==> config.mk <==
export PLATFORM = sky130hd
export DESIGN_NAME = ex_operand_stage_flat
export DESIGN_NICKNAME = d
export VERILOG_FILES = /design/src/rtl/ex_operand_stage_if.sv /design/src/rtl/ex_operand_stage.sv /design/src/flat_wrapper.sv
export SDC_FILE = /design/constraint.sdc
export NUM_CORES = 1
export LEC_CHECK = 0
export BUFFER_PORTS_ARGS = -buffer_cell sky130_fd_sc_hd__buf_4
export CORE_MARGIN = 1.5
export CORE_UTILIZATION = 45
export CTS_CLUSTER_DIAMETER = 100
export CTS_CLUSTER_SIZE = 24
export DETAILED_ROUTE_END_ITERATION = 6
export PLACE_DENSITY = 0.74
export SLEW_MARGIN = 5
export SYNTH_ARGS = -nofsm -noshare
export SYNTH_HDL_FRONTEND = slang
export SYNTH_SLANG_ARGS = --single-unit
==> constraint.sdc <==
create_clock -name clk -period 3.28 [get_ports clk]
set_input_delay 0 -clock clk [delete_from_list [all_inputs] [get_ports clk]]
set_output_delay 0 -clock clk [all_outputs]
set_load 0.01 [all_outputs]
==> src/rtl/ex_operand_stage_if.sv <==
// rtl/ex_operand_stage_if.sv - ID/EX operand stage signal bundle
// Purpose: groups the decode-side inputs, the forwarding inputs and the EX-side
// outputs of ex_operand_stage into one interface.
// Modports:
//   master - drives id_*, flush, hold, forward_*, mem_alu_result, wb_result;
//            observes ex_*, stall_if_id, perf_loaduse_cnt
//   slave  - the stage itself (mirror of master)
interface ex_operand_stage_if #(
    parameter int XLEN = 32,
    parameter int RW   = 5
);
    logic            id_valid;
    logic [RW-1:0]   id_rs1;
    logic [RW-1:0]   id_rs2;
    logic [RW-1:0]   id_rd;
    logic [XLEN-1:0] id_rs1_data;
    logic [XLEN-1:0] id_rs2_data;
    logic [XLEN-1:0] id_imm;
    logic            id_alusrc;
    logic            id_regwrite;
    logic            id_memread;
    logic            id_memwrite;
    logic            flush;
    logic            hold;
    logic [1:0]      forward_a;
    logic [1:0]      forward_b;
    logic [XLEN-1:0] mem_alu_result;
    logic [XLEN-1:0] wb_result;
    logic            ex_valid;
    logic            ex_regwrite;
    logic            ex_memread;
    logic            ex_memwrite;
    logic            ex_alusrc;
    logic [RW-1:0]   ex_rs1;
    logic [RW-1:0]   ex_rs2;
    logic [RW-1:0]   ex_rd;
    logic [XLEN-1:0] ex_op_a;
    logic [XLEN-1:0] ex_op_b;
    logic [XLEN-1:0] ex_store_data;
    logic            stall_if_id;
    logic [31:0]     perf_loaduse_cnt;

    modport master (
        output id_valid, id_rs1, id_rs2, id_rd, id_rs1_data, id_rs2_data, id_imm,
        output id_alusrc, id_regwrite, id_memread, id_memwrite,
        output flush, hold, forward_a, forward_b, mem_alu_result, wb_result,
        input  ex_valid, ex_regwrite, ex_memread, ex_memwrite, ex_alusrc,
        input  ex_rs1, ex_rs2, ex_rd, ex_op_a, ex_op_b, ex_store_data,
        input  stall_if_id, perf_loaduse_cnt
    );

    modport slave (
        input  id_valid, id_rs1, id_rs2, id_rd, id_rs1_data, id_rs2_data, id_imm,
        input  id_alusrc, id_regwrite, id_memread, id_memwrite,
        input  flush, hold, forward_a, forward_b, mem_alu_result, wb_result,
        output ex_valid, ex_regwrite, ex_memread, ex_memwrite, ex_alusrc,
        output ex_rs1, ex_rs2, ex_rd, ex_op_a, ex_op_b, ex_store_data,
        output stall_if_id, perf_loaduse_cnt
    );
endinterface

==> src/rtl/ex_operand_stage.sv <==
// rtl/ex_operand_stage.sv - ID/EX pipeline register with load-use bubble and operand forwarding mux
// Purpose: captures the decoded ID instruction, inserts a single bubble on a
// load-use hazard (stalling IF/ID), and builds ALU operands / store data from
// the registered EX state and the two-bit forwarding selects.
// Ports:
//   clk   - rising-edge clock
//   reset - synchronous, active-high
//   bus   - ex_operand_stage_if.slave (ID inputs, flush/hold, forwarding
//           selects and sources, EX outputs, stall_if_id, perf_loaduse_cnt)
// Optional feature: EX_LOADUSE_PERF_EN enables the 32-bit load-use bubble
// counter; when undefined perf_loaduse_cnt is tied to 0.
module ex_operand_stage #(
    parameter int XLEN = 32,
    parameter int RW   = 5
) (
    input logic              clk,
    input logic              reset,
    ex_operand_stage_if.slave bus
);
    logic [XLEN-1:0] rs1_data;
    logic [XLEN-1:0] rs2_data;
    logic [XLEN-1:0] imm;
    logic            lu;
    logic [XLEN-1:0] fa;
    logic [XLEN-1:0] fb;

    // A load in EX whose destination is read by the ID instruction cannot be
    // forwarded in time; x0 never creates a dependency.
    assign lu = bus.ex_valid & bus.ex_memread & (bus.ex_rd != '0) & bus.id_valid &
                ((bus.ex_rd == bus.id_rs1) | (bus.ex_rd == bus.id_rs2));

    // A redirect kills the ID instruction anyway, so there is nothing to hold.
    assign bus.stall_if_id = ~bus.flush & (bus.hold | lu);

    always_ff @(posedge clk) begin
        if (reset || bus.flush) begin
            bus.ex_valid    <= 1'b0;
            bus.ex_regwrite <= 1'b0;
            bus.ex_memread  <= 1'b0;
            bus.ex_memwrite <= 1'b0;
            bus.ex_alusrc   <= 1'b0;
            bus.ex_rs1      <= '0;
            bus.ex_rs2      <= '0;
            bus.ex_rd       <= '0;
            rs1_data        <= '0;
            rs2_data        <= '0;
            imm             <= '0;
        end else if (bus.hold) begin
            // frozen: every register keeps its value
        end else if (lu) begin
            // Bubble: only control and rd matter; operands are left as they are.
            bus.ex_valid    <= 1'b0;
            bus.ex_regwrite <= 1'b0;
            bus.ex_memread  <= 1'b0;
            bus.ex_memwrite <= 1'b0;
            bus.ex_alusrc   <= 1'b0;
            bus.ex_rd       <= '0;
        end else begin
            bus.ex_valid    <= bus.id_valid;
            bus.ex_regwrite <= bus.id_regwrite;
            bus.ex_memread  <= bus.id_memread;
            bus.ex_memwrite <= bus.id_memwrite;
            bus.ex_alusrc   <= bus.id_alusrc;
            bus.ex_rs1      <= bus.id_rs1;
            bus.ex_rs2      <= bus.id_rs2;
            bus.ex_rd       <= bus.id_rd;
            rs1_data        <= bus.id_rs1_data;
            rs2_data        <= bus.id_rs2_data;
            imm             <= bus.id_imm;
        end
    end

    // Reserved code 11 and any reference to x0 fall back to the register value.
    function automatic logic [XLEN-1:0] fwd_sel(
        input logic [1:0]      code,
        input logic [RW-1:0]   idx,
        input logic [XLEN-1:0] regv,
        input logic [XLEN-1:0] mem,
        input logic [XLEN-1:0] wb
    );
        logic [XLEN-1:0] r;
        r = regv;
        if (idx != '0) begin
            if (code == 2'b01)      r = mem;
            else if (code == 2'b10) r = wb;
        end
        return r;
    endfunction

    assign fa = fwd_sel(bus.forward_a, bus.ex_rs1, rs1_data, bus.mem_alu_result, bus.wb_result);
    assign fb = fwd_sel(bus.forward_b, bus.ex_rs2, rs2_data, bus.mem_alu_result, bus.wb_result);

    assign bus.ex_op_a       = fa;
    assign bus.ex_op_b       = bus.ex_alusrc ? imm : fb;
    assign bus.ex_store_data = fb;

`ifdef EX_LOADUSE_PERF_EN
    logic [31:0] lu_cnt;

    // Counts only edges where the bubble is actually inserted.
    always_ff @(posedge clk) begin
        if (reset) begin
            lu_cnt <= '0;
        end else if (!bus.flush && !bus.hold && lu) begin
            lu_cnt <= lu_cnt + 32'd1;
        end
    end

    assign bus.perf_loaduse_cnt = lu_cnt;
`else
    assign bus.perf_loaduse_cnt = 32'd0;
`endif
endmodule

==> src/flat_wrapper.sv <==
// flat-port wrapper written by rule: the top's interface ports become plain ports
module ex_operand_stage_flat 
#(
    parameter int XLEN = 32,
    parameter int RW   = 5
)
  (clk, reset, bus_id_valid, bus_id_rs1, bus_id_rs2, bus_id_rd, bus_id_rs1_data, bus_id_rs2_data, bus_id_imm, bus_id_alusrc, bus_id_regwrite, bus_id_memread, bus_id_memwrite, bus_flush, bus_hold, bus_forward_a, bus_forward_b, bus_mem_alu_result, bus_wb_result, bus_ex_valid, bus_ex_regwrite, bus_ex_memread, bus_ex_memwrite, bus_ex_alusrc, bus_ex_rs1, bus_ex_rs2, bus_ex_rd, bus_ex_op_a, bus_ex_op_b, bus_ex_store_data, bus_stall_if_id, bus_perf_loaduse_cnt);
  ex_operand_stage_if #(.XLEN(XLEN), .RW(RW)) bus_i ();
  input logic clk;
  input logic reset;
  input wire logic [$bits(bus_i.id_valid)-1:0] bus_id_valid;
  input wire logic [$bits(bus_i.id_rs1)-1:0] bus_id_rs1;
  input wire logic [$bits(bus_i.id_rs2)-1:0] bus_id_rs2;
  input wire logic [$bits(bus_i.id_rd)-1:0] bus_id_rd;
  input wire logic [$bits(bus_i.id_rs1_data)-1:0] bus_id_rs1_data;
  input wire logic [$bits(bus_i.id_rs2_data)-1:0] bus_id_rs2_data;
  input wire logic [$bits(bus_i.id_imm)-1:0] bus_id_imm;
  input wire logic [$bits(bus_i.id_alusrc)-1:0] bus_id_alusrc;
  input wire logic [$bits(bus_i.id_regwrite)-1:0] bus_id_regwrite;
  input wire logic [$bits(bus_i.id_memread)-1:0] bus_id_memread;
  input wire logic [$bits(bus_i.id_memwrite)-1:0] bus_id_memwrite;
  input wire logic [$bits(bus_i.flush)-1:0] bus_flush;
  input wire logic [$bits(bus_i.hold)-1:0] bus_hold;
  input wire logic [$bits(bus_i.forward_a)-1:0] bus_forward_a;
  input wire logic [$bits(bus_i.forward_b)-1:0] bus_forward_b;
  input wire logic [$bits(bus_i.mem_alu_result)-1:0] bus_mem_alu_result;
  input wire logic [$bits(bus_i.wb_result)-1:0] bus_wb_result;
  output wire logic [$bits(bus_i.ex_valid)-1:0] bus_ex_valid;
  output wire logic [$bits(bus_i.ex_regwrite)-1:0] bus_ex_regwrite;
  output wire logic [$bits(bus_i.ex_memread)-1:0] bus_ex_memread;
  output wire logic [$bits(bus_i.ex_memwrite)-1:0] bus_ex_memwrite;
  output wire logic [$bits(bus_i.ex_alusrc)-1:0] bus_ex_alusrc;
  output wire logic [$bits(bus_i.ex_rs1)-1:0] bus_ex_rs1;
  output wire logic [$bits(bus_i.ex_rs2)-1:0] bus_ex_rs2;
  output wire logic [$bits(bus_i.ex_rd)-1:0] bus_ex_rd;
  output wire logic [$bits(bus_i.ex_op_a)-1:0] bus_ex_op_a;
  output wire logic [$bits(bus_i.ex_op_b)-1:0] bus_ex_op_b;
  output wire logic [$bits(bus_i.ex_store_data)-1:0] bus_ex_store_data;
  output wire logic [$bits(bus_i.stall_if_id)-1:0] bus_stall_if_id;
  output wire logic [$bits(bus_i.perf_loaduse_cnt)-1:0] bus_perf_loaduse_cnt;
  assign bus_i.id_valid = bus_id_valid;
  assign bus_i.id_rs1 = bus_id_rs1;
  assign bus_i.id_rs2 = bus_id_rs2;
  assign bus_i.id_rd = bus_id_rd;
  assign bus_i.id_rs1_data = bus_id_rs1_data;
  assign bus_i.id_rs2_data = bus_id_rs2_data;
  assign bus_i.id_imm = bus_id_imm;
  assign bus_i.id_alusrc = bus_id_alusrc;
  assign bus_i.id_regwrite = bus_id_regwrite;
  assign bus_i.id_memread = bus_id_memread;
  assign bus_i.id_memwrite = bus_id_memwrite;
  assign bus_i.flush = bus_flush;
  assign bus_i.hold = bus_hold;
  assign bus_i.forward_a = bus_forward_a;
  assign bus_i.forward_b = bus_forward_b;
  assign bus_i.mem_alu_result = bus_mem_alu_result;
  assign bus_i.wb_result = bus_wb_result;
  assign bus_ex_valid = bus_i.ex_valid;
  assign bus_ex_regwrite = bus_i.ex_regwrite;
  assign bus_ex_memread = bus_i.ex_memread;
  assign bus_ex_memwrite = bus_i.ex_memwrite;
  assign bus_ex_alusrc = bus_i.ex_alusrc;
  assign bus_ex_rs1 = bus_i.ex_rs1;
  assign bus_ex_rs2 = bus_i.ex_rs2;
  assign bus_ex_rd = bus_i.ex_rd;
  assign bus_ex_op_a = bus_i.ex_op_a;
  assign bus_ex_op_b = bus_i.ex_op_b;
  assign bus_ex_store_data = bus_i.ex_store_data;
  assign bus_stall_if_id = bus_i.stall_if_id;
  assign bus_perf_loaduse_cnt = bus_i.perf_loaduse_cnt;
  ex_operand_stage #(.XLEN(XLEN), .RW(RW)) u_core (.clk(clk), .reset(reset), .bus(bus_i));
endmodule
Word-level counts from Yosys, hierarchy flattened
Index checks and enable logic that the tools add are counted.
{"block": "word_totals", "wordCells": 45, "ff_bits": 116, "in_bits": 188, "out_inout_bits": 149}
{"block": "classes", "bitwise": 10, "eq_ne": 6, "n_mux": 13, "reduce_logical": 5}
{"op": "$mux W32", "count": 7}
{"op": "$reduce_bool A5 Y1", "count": 3}
{"op": "$eq A5 B5 Y1", "count": 2}
{"op": "$and A1 B1 Y1", "count": 5}
{"op": "$mux W1", "count": 5}
{"op": "$mux W5", "count": 1}
{"op": "$eq A2 B1 Y1 const B", "count": 2}
{"op": "$eq A2 B2 Y1 const B", "count": 2}
{"op": "$not A1 Y1", "count": 3}
{"op": "$or A1 B1 Y1", "count": 2}
{"op": "$reduce_and A2 Y1", "count": 1}
{"op": "$logic_or A1 B1 Y1", "count": 1}

Longest topological paths before layout
{"block": "logic_depth", "word_depth": 6, "depth_mapped": 8, "ltp_nobuf": 5}

Worst setup path before layout
OpenSTA, ideal clock, no wires.
{"block": "synth_timing", "path_type": "register to register", "start": "register u_core.bus.ex_rd[0]", "end": "register u_core.bus.ex_rs1[4]", "arrival_ps": 1713, "setup_time_ps": 95, "n_path_buf": 3, "period_less_slack_ps": 1808, "required_ps": 3185, "path_stages_with_launch": 8, "setup_slack_ps": 1472, "path_cell_list": "dfxtp_1 -> or4_4 -> o2111ai_4 -> buf_6 -> buf_6 -> buf_6 -> a32oi_1 -> o311ai_1"}
{"block": "synth_via", "elab_chain_cells": 6, "word_cells_on_any_way": 9}
{"element": "start: declaration", "line": "ex_operand_stage_if.sv:57", "text": "output ex_rs1, ex_rs2, ex_rd, ex_op_a, ex_op_b, ex_store_data,"}
{"element": "start signal: assignment", "line": "ex_operand_stage.sv:66", "text": "bus.ex_rd <= bus.id_rd;"}
{"element": "$reduce_bool A5 Y1", "line": "ex_operand_stage.sv:29", "text": "assign lu = bus.ex_valid & bus.ex_memread & (bus.ex_rd != '0) & bus.id_valid &"}
{"element": "$and A1 B1 Y1 (2 in a row)", "line": "ex_operand_stage.sv:29"}
{"element": "$and A1 B1 Y1 (*)", "line": "ex_operand_stage.sv:29"}
{"element": "$not A1 Y1 (no line) (*)"}
{"element": "$reduce_and A2 Y1 (no line) (*)"}
{"element": "end signal: assignment", "line": "ex_operand_stage.sv:64", "text": "bus.ex_rs1 <= bus.id_rs1;"}
{"element": "end: declaration", "line": "ex_operand_stage_if.sv:57"}
Mark *: on every way between the ends. The rest lies on a longest branch, timed or not.
A chain may end at the register's enable or synchronous reset.

Worst setup path after layout
{"block": "layout_timing", "start": "register u_core.bus.ex_rs2[0]", "end": "output port bus_ex_op_b[2]"}
{"block": "layout_via", "elab_chain_cells": 3}
{"element": "start: declaration", "line": "ex_operand_stage_if.sv:57"}
{"element": "start signal: assignment", "line": "ex_operand_stage.sv:65", "text": "bus.ex_rs2 <= bus.id_rs2;"}
{"element": "$reduce_bool A5 Y1", "line": "ex_operand_stage.sv:83", "text": "if (idx != '0) begin"}
{"element": "$mux W32", "line": "ex_operand_stage.sv:83"}
{"element": "$mux W32", "line": "ex_operand_stage.sv:94", "text": "assign bus.ex_op_b = bus.ex_alusrc ? imm : fb;"}
{"element": "end: declaration", "line": "flat_wrapper.sv:37", "text": "output wire logic [$bits(bus_i.ex_op_b)-1:0] bus_ex_op_b;"}
Every way passes these cells.

==> results by group <==
STA
  – Min cycle time layout: 2.75 ns
  – FMAX: between 300 and 400 MHz
  – Min Hold Slack: around 0.018 ns
  – Worst Tran Pin Value: 1.02 ns
  – Period utilisation layout: a little over four fifths
  – Slew headroom: a little under a third
  – Final Hold Viols: 0
  – Final Setup Violations: 0
  – Unrepaired setup endpoints after global routing: no
  – Final slew viol count: 0
  – Setup TNS: 0 ns
  – Clk_skew: approximately 0.012 ns

Worst setup path
  – FF-to-FF setup slack: approximately 1.2 ns
  – R2r startpoint: u_core.bus.ex_rd[0]
  – Most frequent CP cell: buf_4
  – Worst path max stage delay: roughly 0.55 ns
  – Crit path kind: register to output port
  – Endpoint class of the critical path: output port
  – CP arrival: between 2 and 3 ns
  – Reg-to-reg endpoint: u_core.imm[13]
  – Startpoint Class: register
  – Reg2Reg Depth: 4
  – Worst EP required: 3.28 ns
  – CP Cell Sequence: or4_4 > nor2_4 > buf_4 > or3b_1 > buf_4 > o22ai_1 > o31ai_2 > buf_4
  – Crit-path max FO: 19
  – Critical path's slowest cell: or4_4

CTS
  – Clock Latency Late Sink: about 0.42 ns
  – CTS buffer count: 17
  – CTS tree: built
  – Setup bufs post-CTS: 0
  – Root buffer selected by CTS: clkbuf_16
  – Register clock-pin slew on the reported worst setup and hold paths: roughly 0.060 ns
  – Sink Count: about 120
  – Htree depth: 4
  – Clk buf depth: 2

Global routing
  – Vias in the first global route: 9,548
  – Pin count of the biggest net entering global routing: 233
  – Met1 GRT Util: between 40% and 50%
  – Top Usage Layer GRT: met2
  – First-pass GRT wire length: roughly 53,000 um
  – Initial antenna violation count: 2
  – GR Layer Usage met2: a little under half
  – Grt total ovfl: 0
  – Tot GR Track Use: between 30% and 40%
  – Met3 Use GR: ~8.3%

Hold path
  – Worst Hold Launch: bus_id_rs1_data[20]
  – WHS Path Cells: 4
  – Hold Path Class: input pin to register
  – Worst hold endpoint: u_core.rs1_data[20]

Synthesis
  – Mean Syn Cell Area: approximately 7.5 um^2
  – Yosys warns: 0
  – Most used DFF post-synth: dfxtp_1
  – Mapped cell area: roughly 9200 um^2
  – Number of flops mapped to enable cells by yosys: 0
  – Post-synthesis async set-or-reset flop share: 0%
  – Distinct cells, synth: 37
  – Synth Register Bits: 116
  – Seq/Total Area, Yosys: about a quarter
  – Synth Instances: between 1,000 and 1,500

Cells and area
  – Reg area: about 2300 um^2
  – Layout cell share with drive strength beyond 1: between 20% and 30%
  – Most frequent cells in the layout: buf_4, nand2_1, dfxtp_1
  – Final std cells w/o fill: 1,700
  – Layout Nets: 1,606
  – Most common cell after layout, fill and taps aside: buf_4
  – Synth-to-Final Area Change: 30.2%
  – Filler instances: around 1,900
  – Multi-input gate area: slightly above 6000 um^2

Floorplan
  – Starting Density: 45.7%
  – Core ar.: 20,100 um^2
  – Die ar.: ~21,000 um^2
  – Die H: roughly 150 um
  – Row cnt: 52
  – Io pins: around 340
  – Die X: 146 um

Run status
  – Status: complete, no violations

Routing
  – Drt total wl: between 30,000 and 40,000 um
  – Router iterations before antenna repair: 6
  – Via density: 6.34
  – Via count: ~11,000
  – WL per Instance: about 20 um
  – Final ANT Viol Nets: 0
  – DR iter-0 viols: approximately 1,100
  – DRC violations left: 0

Pwr
  – P per Cell Area: approximately 420 nW/um^2
  – Leak pwr: 4.33 nW
  – VDD IR-drop max: 0.413 mV

Run
  – Max Cap Viol: 0

Placement
  – HPWL Detailed: between 20,000 and 25,000 um
  – Dpl cells: roughly 1,700
  – # port buffers: ~300
  – Global placer's final weighted congestion: 0.933
where the power goes:
group / internal (mW) / total [mW] / switching (mW)
Sequential: 1.50 / 1.60 / 0.102
Combinational: 0.744 / 1.58 / 0.840
Clock: 1.16 / 1.84 / 0.682
Total: 3.40 / 5.03 / 1.62
sequential cells by signal, indices dropped and copies added, names as in the netlist:
| signal | count |
|---|---|
| u_core.bus.ex_memwrite | 1 |
| u_core.bus.ex_rs2 | 5 |
| u_core.bus.ex_valid | 1 |
| u_core.rs1_data | 32 |
| u_core.rs2_data | 32 |
| u_core.bus.ex_rs1 | 5 |
| u_core.bus.ex_alusrc | 1 |
| u_core.bus.ex_memread | 1 |
| u_core.bus.ex_regwrite | 1 |
| u_core.imm | 32 |
| u_core.bus.ex_rd | 5 |
per-stage QoR:
step / setup slack, ns / power (mW) / cell area [um^2] / util [%]
3_5_place_dp: 0.994 / 3.18 / 11300 / 56.1
5_1_grt: 0.408 / 5.23 / 12000 / 59.4
4_1_cts: 0.534 / 5.03 / 12000 / 59.4
2_1_floorplan: 1.47 / 2.48 / 9300 / -
3_3_place_gp: 1.03 / 3.16 / 11300 / 56.1
6_report: 0.531 / 5.03 / 12000 / 59.5
critical path: cells and delay by family (launching register included):
kind,cells,cell delay [ns]
AO/OA/AOI/OAI,2,0.41
AND/OR/NAND/NOR,3,0.84
buffers and inverters,3,0.72
flip-flops,1,0.33
metal layers:
layer | wire (um) | vias up
li1 | - | 5033
met2 | 15200 | 573
met5 | 0 | -
met1 | 14900 | 5108
met4 | 814 | 0
met3 | 3300 | 69
kinds of logic (layout without fill, tap and decap cells):
group,count (synthesis),after routing,synth area share (%)
buffers and inverters,187,366,10.3
AOI/OAI and AO/OA,419,419,36.6
DFF,116,116,25.3
other,1,34,0.0408
and+or+nand+nor,485,485,26.9
xor gates and xnor gates,10,10,0.954
repair_timing:
item                                   CTS  global route
resized for setup                        0             0
hold buffers                            10             0
endpoints found under the hold margin   10             0
cells in the mapped netlist (all sizes together), types with 2 or more instances:
| master | number | area share (%) |
|---|---|---|
| nand2 | 244 | 10 |
| clkbuf | 119 | 4.9 |
| dfxtp | 116 | 25 |
| a32oi | 106 | 10 |
| nor3b | 106 | 8.7 |
| o311ai | 106 | 10 |
| o22ai | 94 | 6.4 |
| buf | 67 | 5.4 |
| o31ai | 64 | 6.9 |
| nor2 | 42 | 1.8 |
| a21oi | 32 | 1.7 |
| and2 | 32 | 2.2 |
| nand2b | 32 | 2.2 |
| o21ai | 13 | 0.71 |
| nand3 | 10 | 0.54 |
| nand3b | 10 | 0.82 |
| xor2 | 10 | 0.95 |
| or4 | 3 | 0.33 |
| nor3 | 2 | 0.11 |
| or2 | 2 | 0.14 |
final cells by class:
type                    instances  share of cell area (%)
diodes                          2                  0.0419
flip-flops and latches        116                    19.5
inverters                       1                  0.0314
repair buffers                336                    22.1
multi-input cells             946                    50.8
well taps                     270                    2.83
clock inverters                 9                   0.889
clock buffers                  20                    3.90
worst max-delay path by stage:
stage | cells after the start | to | from
2_1_floorplan | 7 | u_core.bus.ex_rs1[4] | u_core.bus.ex_rd[0]
3_3_place_gp | 8 | bus_ex_op_b[2] | u_core.bus.ex_rs2[0]
4_1_cts | 8 | bus_ex_op_b[9] | u_core.bus.ex_rs2[0]
5_1_grt | 8 | bus_ex_op_b[0] | u_core.bus.ex_rs2[0]
6_report | 8 | bus_ex_op_b[2] | u_core.bus.ex_rs2[0]
3_5_place_dp | 8 | bus_ex_op_b[9] | u_core.bus.ex_rs2[0]
Power figures use the tool's default switching activity.
